<file path="config.mk">
export PLATFORM = sky130hd
export DESIGN_NAME = ahb_to_picorv32_mem_bridge
export DESIGN_NICKNAME = d
export VERILOG_FILES = /design/src/rtl/ahb_to_picorv32_mem_bridge.sv
export SDC_FILE = /design/constraint.sdc
export NUM_CORES = 1
export LEC_CHECK = 0
export CORE_MARGIN = 1
export CORE_UTILIZATION = 30
export DETAILED_ROUTE_END_ITERATION = 12
export MAX_ROUTING_LAYER = met4
export PLACE_DENSITY = 0.66
export SYNTH_ARGS = -nofsm -noshare
export SYNTH_HDL_FRONTEND = slang
export SYNTH_SLANG_ARGS = --single-unit
</file>
<file path="constraint.sdc">
create_clock -name clk -period 2.1 [get_ports clk]
set_input_delay 0.21 -clock clk [delete_from_list [all_inputs] [get_ports clk]]
set_output_delay 0.21 -clock clk [all_outputs]
set_load 0.03 [all_outputs]
</file>
<file path="src/rtl/ahb_to_picorv32_mem_bridge.sv">
// AHB-Lite slave that issues one PicoRV32-style native memory request per AHB
// transfer, with big-endian byte strobes and a watchdog against silent targets.
module ahb_to_picorv32_mem_bridge #(
    parameter int TIMEOUT = 64
) (
    input  logic        clk,
    input  logic        reset,
    input  logic        hsel,
    input  logic [31:0] haddr,
    input  logic [1:0]  htrans,
    input  logic        hwrite,
    input  logic [2:0]  hsize,
    input  logic [3:0]  hprot,
    input  logic [31:0] hwdata,
    input  logic        hready,
    output logic        hreadyout,
    output logic [1:0]  hresp,
    output logic [31:0] hrdata,
    output logic        mem_valid,
    output logic        mem_instr,
    output logic [31:0] mem_addr,
    output logic [31:0] mem_wdata,
    output logic [3:0]  mem_wstrb,
    input  logic        mem_ready,
    input  logic [31:0] mem_rdata
);

    localparam int CW = (TIMEOUT > 1) ? $clog2(TIMEOUT) : 1;
    localparam logic [CW-1:0] WD_LAST = (TIMEOUT > 0) ? CW'(TIMEOUT - 1) : '0;

    typedef enum logic [2:0] {
        S_IDLE, S_WCAP, S_REQ, S_DONE, S_ERR1, S_ERR2
    } state_t;

    state_t          r_state;
    state_t          w_next;
    logic [CW-1:0]   r_wdog;
    logic            r_write;
    logic [31:0]     r_hrdata;
    logic            r_mem_instr;
    logic [31:0]     r_mem_addr;
    logic [31:0]     r_mem_wdata;
    logic [3:0]      r_mem_wstrb;

    logic            w_accept;
    logic            w_illegal;
    logic            w_start;
    logic            w_wd_expire;
    logic [3:0]      w_strb;
    logic            w_hreadyout;
    logic [1:0]      w_hresp;
    logic            w_unused;

    assign w_unused = ^{hprot[3:1], htrans[0]};

    assign w_accept = hsel && hready && htrans[1];
    assign w_illegal = (hsize > 3'b010)
                     || (hsize == 3'b001 && haddr[0])
                     || (hsize == 3'b010 && haddr[1:0] != 2'b00);
    assign w_wd_expire = (TIMEOUT > 0) && (r_wdog == WD_LAST);

    // Lane 0 of the address is the most significant byte.
    always_comb begin
        w_strb = 4'b1111;
        case (hsize)
            3'b000:  w_strb = 4'b1000 >> haddr[1:0];
            3'b001:  w_strb = haddr[1] ? 4'b0011 : 4'b1100;
            default: w_strb = 4'b1111;
        endcase
    end

    always_comb begin
        w_next      = r_state;
        w_hreadyout = 1'b1;
        w_hresp     = 2'b00;
        w_start     = 1'b0;
        case (r_state)
            S_IDLE, S_DONE, S_ERR2: begin
                if (r_state == S_ERR2) w_hresp = 2'b01;
                w_next = S_IDLE;
                if (w_accept) begin
                    if (w_illegal) begin
                        w_next = S_ERR1;
                    end else begin
                        w_start = 1'b1;
                        w_next  = hwrite ? S_WCAP : S_REQ;
                    end
                end
            end
            S_WCAP: begin
                w_hreadyout = 1'b0;
                w_next      = S_REQ;
            end
            S_REQ: begin
                w_hreadyout = 1'b0;
                if (mem_ready)        w_next = S_DONE;
                else if (w_wd_expire) w_next = S_ERR1;
            end
            S_ERR1: begin
                w_hreadyout = 1'b0;
                w_hresp     = 2'b01;
                w_next      = S_ERR2;
            end
            default: w_next = S_IDLE;
        endcase
    end

    always_ff @(posedge clk) begin
        if (reset) begin
            r_state     <= S_IDLE;
            r_wdog      <= '0;
            r_write     <= 1'b0;
            r_hrdata    <= '0;
            r_mem_instr <= 1'b0;
            r_mem_addr  <= '0;
            r_mem_wdata <= '0;
            r_mem_wstrb <= '0;
        end else begin
            r_state <= w_next;
            r_wdog  <= (r_state == S_REQ && w_next == S_REQ) ? r_wdog + 1'b1 : '0;
            if (w_start) begin
                r_write     <= hwrite;
                r_mem_addr  <= {haddr[31:2], 2'b00};
                r_mem_wstrb <= hwrite ? w_strb : 4'b0000;
                r_mem_instr <= ~hprot[0];
            end
            if (r_state == S_WCAP) r_mem_wdata <= hwdata;
            if (r_state == S_REQ && mem_ready && !r_write) r_hrdata <= mem_rdata;
        end
    end

    assign hreadyout = w_hreadyout;
    assign hresp     = w_hresp;
    assign hrdata    = r_hrdata;
    assign mem_valid = (r_state == S_REQ);
    assign mem_instr = r_mem_instr;
    assign mem_addr  = r_mem_addr;
    assign mem_wdata = r_mem_wdata;
    assign mem_wstrb = r_mem_wstrb;

endmodule

</file>
# ---- Yosys cells after proc, flatten, opt, wreduce, memory -nomap -nowiden
# Cells that the tools add are included.
# Widths: inputs -> output; s select.
dict set report word_totals {
  in_bits 111
  wordCells 53
  output_inout_bits 105
  ff_bits 109
}
dict set report classes {
  n_addsub 1
  n_eq_ne 9
  shift 1
  n_lt_le_gt_ge 1
  n_bitwise 2
  reduce_logical 16
  mux 15
}
# operator n
set op_table {}
lappend op_table {{$eq 3x2->1 const B} 4}
lappend op_table {{$mux 3} 4}
lappend op_table {{$pmux 3 s4} 1}
lappend op_table {{$mux 4} 2}
lappend op_table {{$pmux 4 s2} 1}
lappend op_table {{$logic_and 1x1->1} 7}
lappend op_table {{$add 6x1->6 const B} 1}
lappend op_table {{$eq 3x1->1 const B} 2}
lappend op_table {{$eq 3x3->1 const B} 2}
lappend op_table {{$eq 6x6->1 const B} 1}
lappend op_table {{$logic_not 3->1} 2}
lappend op_table {{$reduce_or 3->1} 2}
lappend op_table {{$mux 1} 5}
lappend op_table {{$shr 4x2->4 const A} 1}
lappend op_table {{$gt 3x2->1 const B} 1}
lappend op_table {{$logic_or 1x1->1} 2}
lappend op_table {{$mux 2} 1}
lappend op_table {{$not 1->1} 2}
lappend op_table {{$pmux 1 s2} 1}
lappend op_table {{$reduce_bool 2->1} 1}
lappend op_table {{$reduce_or 2->1} 1}
lappend op_table {{$logic_not 1->1} 1}

# ---- Depth between registers and ports, before layout
dict set report logic_depth {
  word_depth 11
  mapped_depth 7
  ltp_nobuf 5
}

# ---- Worst setup path after synthesis
# No wires, ideal clock.
dict set report synth_path {
  path_type {register to register}
  from {reg r_state[0]}
  to {reg r_wdog[2]}
  arrival_time_ps 1701
  path_slack_ps 334
  path_stages_with_launch 7
  setup_time_ps 64
  synth_period_minus_slack_ps 1766
  required_ps 2036
  path_cell_list {dfxtp_1 buf_2 nor3b_2 o31ai_1 or3_1 clkbuf_1 nor2_1}
}
dict set report synth_via {
  word_cells_on_any_way 14
  cone_classes {eq/ne: 6; mux: 3; bitwise: 1; reduce/logical: 4}
}
# item line
set synth_rtl {}
lappend synth_rtl {{start: declaration} 35} ;# state_t r_state;
lappend synth_rtl {{start signal: assignment} 119} ;# r_state <= w_next;
lappend synth_rtl {{$eq 3x2->1 *} -}
lappend synth_rtl {{net mem_valid} 19} ;# output logic mem_valid,
lappend synth_rtl {{$pmux 3 s4} 77} ;# case (r_state)
lappend synth_rtl {{$eq 3x2->1} 120} ;# r_wdog <= (r_state == S_REQ && w_next == S_REQ) ? r_wdog + 1'b1 : '0;
lappend synth_rtl {{$logic_and 1x1->1 *} 120}
lappend synth_rtl {{$not 1->1 (no source line) *} -}
lappend synth_rtl {{$reduce_or 2->1 (no source line) *} -}
lappend synth_rtl {{end signal: assignment} 120}
lappend synth_rtl {{end: declaration} 37} ;# logic [CW-1:0] r_wdog;
# Mark *: on every way through the listed nets, which the timed path passes. The rest lies on a longest branch.
# A chain may end at the register's enable or synchronous reset.

# ---- Worst setup path in the final report
dict set report layout_path {
  from {reg r_state[2]}
  to {out hresp[0]}
}
dict set report layout_via {
  elab_chain_cells 3
  word_cells_on_any_way 7
  cone_classes {eq/ne: 3; mux: 2; reduce/logical: 2}
}
# item line
set layout_lines {}
lappend layout_lines {{$eq 3x3->1 (tied with other cells)} {77, 79}}
lappend layout_lines {{$reduce_or 3->1 or $mux 1 (tied branches)} {77, 79}}
lappend layout_lines {{$pmux 1 s2 *} 77}
lappend layout_lines {{end: declaration} 17} ;# output logic [1:0] hresp,
# Every way passes the cells marked *; elsewhere a longest branch is shown, timed or not.

==> results by group <==
Yosys
  – Synth area leaders: dfxtp_1 52%, a21oi_1 12%, nand2_1 12%, o21ai_0 4.6%, nand3_1 4.4%
  – Post-synth ARST share: 0%
  – Unique masters post-synth: 36
  – Mapped cell area: roughly 4200 µm²
  – Syn Area/Cell: 8.10 µm²
  – Post-synth top area cell: dfxtp_1
  – Area share of the largest cell type after synthesis: approximately 52%
  – Post-synth EDFFs: 0
  – Post-synthesis register bit count: 109
  – Ys Warns: 0
  – Cells after synthesis: 514
  – Top FF cell, synth: dfxtp_1
  – Register area share after synthesis: 52.4%

Critical path
  – Critical path class: reg2out
  – Crit path buf inv count: 1
  – Startpoint Class: flip-flop
  – Crit-path max FO: 9
  – CP max stage cell: clkdlybuf4s50_1
  – Worst-path cell chain: nor2b_1 > clkdlybuf4s50_1
  – Largest delay share family, worst path: buffers and inverters
  – Max stage delay on crit path: 720 ps
  – Worst R2R Setup Slack: 310 ps
  – Critical Path RT: roughly 1900 ps
  – Worst path arrival time: roughly 1800 ps
  – Crit. End Element: output port

Clocking
  – Total number of H-tree levels: 3
  – Clock-pin slew on the worst setup and hold paths: 70 ps
  – Maximum clock path buffer count: 2
  – Root Buffer: clkbuf_16
  – CTS tree: yes
  – Clk sinks: 109
  – Worst skew pair latency: roughly 350 ps
  – Post-CTS Setup Bufs: 0
  – Clock buffer count from CTS: 9

GRT
  – Vias in the first global route: 4037
  – Met1 global-route usage: 20.3%
  – Grt met3 use: 4.13%
  – GRT overflow: 0
  – Initial antenna violation count: 0
  – Gr busiest metal: met2
  – Pin count of the biggest net entering global routing: 59
  – Gr usage total: 18.0%
  – M2 GR Usage: 30.5%
  – First-pass GRT wire length: 19800 µm

Final layout
  – Most used cells in the layout excluding fill and tap cells: 205 x clkdlybuf4s50_1, 132 x nand2_1, 108 x dfxtp_1
  – Layout area overhead: 60.9%
  – Non-Filler Instances: 882
  – Final nets: 813
  – Ratio of cells with drive above 1 in the final layout: approximately 5.2%
  – Commonest non-fill, non-tap cell in the layout: clkdlybuf4s50_1
  – N_diodes: 0
  – Finished Cell Area: 6700 µm²

STA
  – Max-slew headroom at the worst pin: 48.5%
  – Worst Tran Pin Value: 773 ps
  – Period utilization: 94.1%
  – Final Critical Period: approximately 2000 ps
  – Final Hold Vio Count: 0
  – Final setup fails: 0
  – Fin. max-slew vios: 0
  – RSZ-0062 raised after global routing: no
  – Final WS setup: 125 ps
  – Clock skew: roughly 6 ps
  – Max Fclk: 0.506 GHz

Floorplanning
  – Floorplan row count: 42
  – Initial Util: 31.1%
  – Floorplan Core Area: 13400 µm²
  – I/O pins: ~220
  – Die ar.: 14400 µm²
  – Die height: 120 µm
  – Chip width: 120 µm

Routing
  – DR WL/cell: ~14 µm
  – Via density per instance: 4.75
  – Via count: 4188
  – Post-DRT Antenna Nets: 0
  – Starting DRT DRC Count: 248
  – Post-Route WL: between 10000 and 15000 µm
  – Drt drc: 0
  – Detailed Routing Iterations Pass 1: 6

Power
  – Clk network pwr share: 35.7%
  – Maximum vdd ir drop: between 0.0005 and 0.0006 V
  – Net Sw Power: 1330 µW
  – Leakage: ~0.0022 µW
  – Sw frac: a little over a quarter
  – Internal power: 3550 µW
  – Sequential Power Share: 45.1%
  – Logic pwr share: 19.3%
  – Pwr dens: 729 nW/µm²

Min path
  – Type of the most critical hold path: in2reg

Run
  – Max-cap violations: 0

Run status
  – Outcome: completed

Place
  – DP Cell Count: 866
  – HPWL Detailed: 8870 µm
  – DP Worst Slack: -9.22 ps
  – Post-DP Area: approximately 6400 µm²
  – Number of port buffers: 208
  – Global placer's final weighted congestion: 0.775
[repair_timing]
item / 4_1_cts / 5_1_grt
pin swaps: 0 / 0
resized for setup: 1 / 1
endpoints found under the setup margin: 2 / 1
cloned: 0 / 0
hold buffers: 0 / 0
[kinds of logic after synthesis]
family | count (synthesis) | synth area share, %
AO/OA/AOI/OAI | 152 | 19.6
XOR/XNOR | 5 | 1.50
adder cells (fa/ha/maj) | 1 | 0.300
buffers and inverters | 47 | 5.74
flip-flops | 109 | 52.4
other | 1 | 0.0900
AND/OR/NAND/NOR | 199 | 20.4
[synth_stat cells (2+ instances only)]
cell type  count
inv_1          2
xor2_1         2
a21o_1         2
buf_6          5
nor2_1        13
nand2b_1       3
xnor2_1        2
a21oi_1      104
nand4_1        2
nand2_1      132
buf_2         11
buf_4          3
clkbuf_1      26
dfxtp_1      109
nor2b_1        3
o311a_1        2
o21ai_0       38
nand3_1       37
[path summary, 6_finish.rpt]
path	from	end	cells past startpoint
setup / recovery	r_state[2]	hresp[0]	2
hold / removal	reset	r_state[1]	2
setup reg to reg	r_state[0]	mem_wstrb[1]	5
hold reg to reg	hrdata[16]	hrdata[16]	2
[through the flow]
step           hold slack, ps  power, µW  utilization (%)  setup TNS (ps)
2_1_floorplan             307       2740                -               0
3_3_place_gp              441       3170             47.7               0
3_5_place_dp              446       3190             47.7           -11.0
4_1_cts                   353       4940             50.0               0
5_1_grt                   381       5100             50.0               0
6_report                  359       4880             50.0               0
[layout make-up]
cell class                 count  area, µm²
clock buffer                  10        239
clock inverter                 6       70.1
fill                        1297       6700
inverter                       2       7.51
multi-input combinational    360       1760
sequential                   109       2180
tap                          176        220
timing repair buffer         219       2220
[power groups by stage]
stage	clock (µW)	sequential, µW	combinational (µW)
3_5_place_dp	0	2250	944
5_1_grt	1890	2210	1000
2_1_floorplan	0	2370	374
6_report	1740	2200	941
3_3_place_gp	0	2240	930
4_1_cts	1790	2200	948
[layer usage]
metal	wire length (µm)	vias to the layer above
li1	-	2087
met1	5190	1928
met2	6370	153
met3	687	20
met4	302	0
met5	0	-
[sequential cells by signal, summed over array words and instances, names as in the netlist]
name / count
hrdata: 32
mem_wdata: 32
mem_addr: 30
r_wdog: 6
mem_wstrb: 4
r_state: 3
mem_instr: 1
r_write: 1
[worst register-to-register path: stages (launching register included)]
cell and delay [ps]:
dfxtp_1 520, o21ba_2 250, a211o_4 300, buf_4 230, o21ai_0 240, a21oi_1 100
Note: power is estimated with default switching activity, not from simulation.
==> patch (same flow settings) <==
Reset style: asynchronous (`reset`), changed in one clocked block.
--- a/src/rtl/ahb_to_picorv32_mem_bridge.sv
+++ b/src/rtl/ahb_to_picorv32_mem_bridge.sv
@@ -105,7 +105,7 @@
         endcase
     end
 
-    always_ff @(posedge clk) begin
+    always_ff @(posedge clk or posedge reset) begin
         if (reset) begin
             r_state     <= S_IDLE;
             r_wdog      <= '0;
Formal check against the unedited RTL: differs if reset is asserted again (counterexample within 4 cycles, from zero or initial values and one cycle with reset high); with reset held inactive, the same outputs for 10 cycles.
==> patch against the original RTL <==
- worst setup slack worse by 0.047 ns
- final area up 4.8%
- area after synthesis is 3.9% higher
- routed wire length fell by 18%
- hold slack lost 0.062 ns
- sequential cell count unchanged
- non-clock buffer count grew 2
- critical path type is now register to register
- largest cell class is now sequential cells
Power is not compared: it rests on default switching activity, and its combinational part moved more than twofold at a synthesized area within 25%.
==> patch: results (changes against the original RTL) <==
Largest net degree at the start of global routing: 66 (was 59)
Clock-pin slew on the worst setup and hold paths: 0.07 ns (about the same)
Nets: 617 (was 813)
Post-route ant nets: 0 (unchanged)
Crit path max-delay family: compound AO/OA/AOI/OAI gates (was buffers and inverters)
Vias in the first global route: 3218 (was 4037)
Top cells by area, synth: dfrtp_1 (63%), mux2_2 (21%), mux2_4 (5.2%) (was dfxtp_1 (52%), a21oi_1 (12%), nand2_1 (12%))
Layout cell share with drive strength beyond 1: 0.257 (was 0.0524)
Post-CTS Setup Bufs: 0 (unchanged)
Static leakage: 0.00307 µW
DR pass1 iterations: 4 (was 6)
Detailed Route WL: 10300 µm (was 12600 µm)
Crit path largest cell delay: 0.48 ns (was 0.72 ns)
Final hold violations: 0 (unchanged)
Syn_area_per_cell: 15.2 µm² (was 8.10 µm²)
Placed cells: 674 (was 866)
Register area share after synthesis: 0.630 (was 0.524)
First-pass GRT wire length: 15900 µm (was 19800 µm)
Wire per inst: 14.9 µm (was 14.2 µm)
Worst EP arrival: 2.26 ns (was 1.77 ns)
Ys async rst share: 1.00 (was 0)
DP HPWL: 7580 µm (was 8870 µm)
Peak supply drop: 673 µV
Fillers: 1234 (was 1297)
Drt initial violations: 126 (was 248)
Top_reg_cell synth: dfrtp_1 (was dfxtp_1)
Clock Latency Late Sink: 0.35 ns (about the same)
Outcome: finished clean (unchanged)
Initial antenna violation count: 0 (unchanged)
# setup viols final: 0 (unchanged)
Commonest cells post-synth: dfrtp_1 (109), mux2_2 (82), mux2_4 (15), inv_1 (9), nor2_1 (9) (was nand2_1 (132), dfxtp_1 (109), a21oi_1 (104), o21ai_0 (38), nand3_1 (37))
Worst path slowest cell: or3_2 (was clkdlybuf4s50_1)
Crit Path Max Fanout: 14 (was 9)
Area after DPL: 6720 µm² (was 6390 µm²)
Class of the worst hold path: primary input to asynchronous set/reset pin (was primary input to register)
Gpl congestion: 0.669 (was 0.775)
Post-synth cell types: 32 (was 36)
Via count: 3062 (was 4188)
Buffers on Ports: 208 (unchanged)
Clock Skew: 0.00619 ns (was 0.00604 ns)
Root Buffer: clkbuf_16 (unchanged)
Tot GR Track Use: 0.145 (was 0.180)
H-tree levels: 3 (unchanged)
==> patch: cell count changes after synthesis, sizes merged, moves of 3 or more <==
| cell | delta |
|---|---|
| nand2 | -129 |
| dfxtp | -109 |
| mux2 | +97 |
| a21oi | -99 |
| o21ai | -33 |
| dfrtp | +109 |
| mux2i | +3 |
| buf | -10 |
| inv | +7 |
| nor2 | -4 |
| nand3 | -33 |
| clkbuf | -22 |
==> patch: power by group <==
part	leakage, µW	internal (µW)	switching (µW)
Sequential	0.00133	3080	501
Clock	0.000138	929	781
Combinational	0.00160	2830	3030
Total	0.00307	6840	4310
==> patch: what timing repair did <==
item | CTS | global route
endpoints found under the setup margin | 1 | 2
cloned | 0 | 0
resized for setup | 1 | 2
==> patch: tightest hold or removal path, stage by stage <==
cell	delay, ns
clkdlybuf4s50_1	0.44
clkinvlp_4	0.13
buf_12	0.24
==> patch: cell type report <==
cell class,count,area (µm²),share of cell area
repair buffers,221,2230,0.318
clock buffers,9,225,0.0321
inverters,9,37.5,0.00534
well taps,180,225,0.0321
flip-flops and latches,109,2730,0.388
multi-input cells,155,1500,0.214
clock inverters,7,75.1,0.0107
==> patch: metrics by stage <==
| stage | setup slack, ns | power, µW | hold WS, ns |
|---|---|---|---|
| after floorplan | 0.165 | 6950 | 0.281 |
| after global placement | -0.0307 | 9450 | 0.463 |
| after detailed placement | -0.0365 | 9550 | 0.475 |
| after CTS | 0.0190 | 11300 | 0.299 |
| after global routing | 0.0387 | 11800 | 0.315 |
| final | 0.0778 | 11200 | 0.298 |
==> patch: kinds of logic (layout without fill, tap and decap cells) <==
group,count (synthesis),after routing,synth area share
compound gates,15,15,0.0208
xor+xnor,5,5,0.0101
fa+ha+maj,1,1,0.00289
buf+inv,22,246,0.0266
flops,109,109,0.630
mux,100,100,0.272
other cells,1,3,0.000866
simple gates,31,31,0.0364
==> patch: worst paths after layout <==
kind                                 start  slack [ns]            to  depth (start not counted)
worst min-delay path                 reset        0.30    hrdata[27]                          3
worst max-delay path            r_state[1]        0.08  mem_addr[24]                          5
worst max register to register  r_state[1]        0.08  mem_addr[24]                          5
max in group asynchronous            reset        1.45     r_wdog[1]                          3
min in group clk                  hprot[0]        0.42     mem_instr                          2
worst min register to register   r_wdog[0]        0.49     r_wdog[0]                          1
==> patch: metal layers <==
layer | GRT usage | vias up | wire, µm
li1 | - | 1419 | -
met5 | - | - | 0
met4 | 0.0396 | 0 | 136
met3 | 0.0524 | 12 | 733
met1 | 0.170 | 1519 | 4330
met2 | 0.233 | 112 | 5070
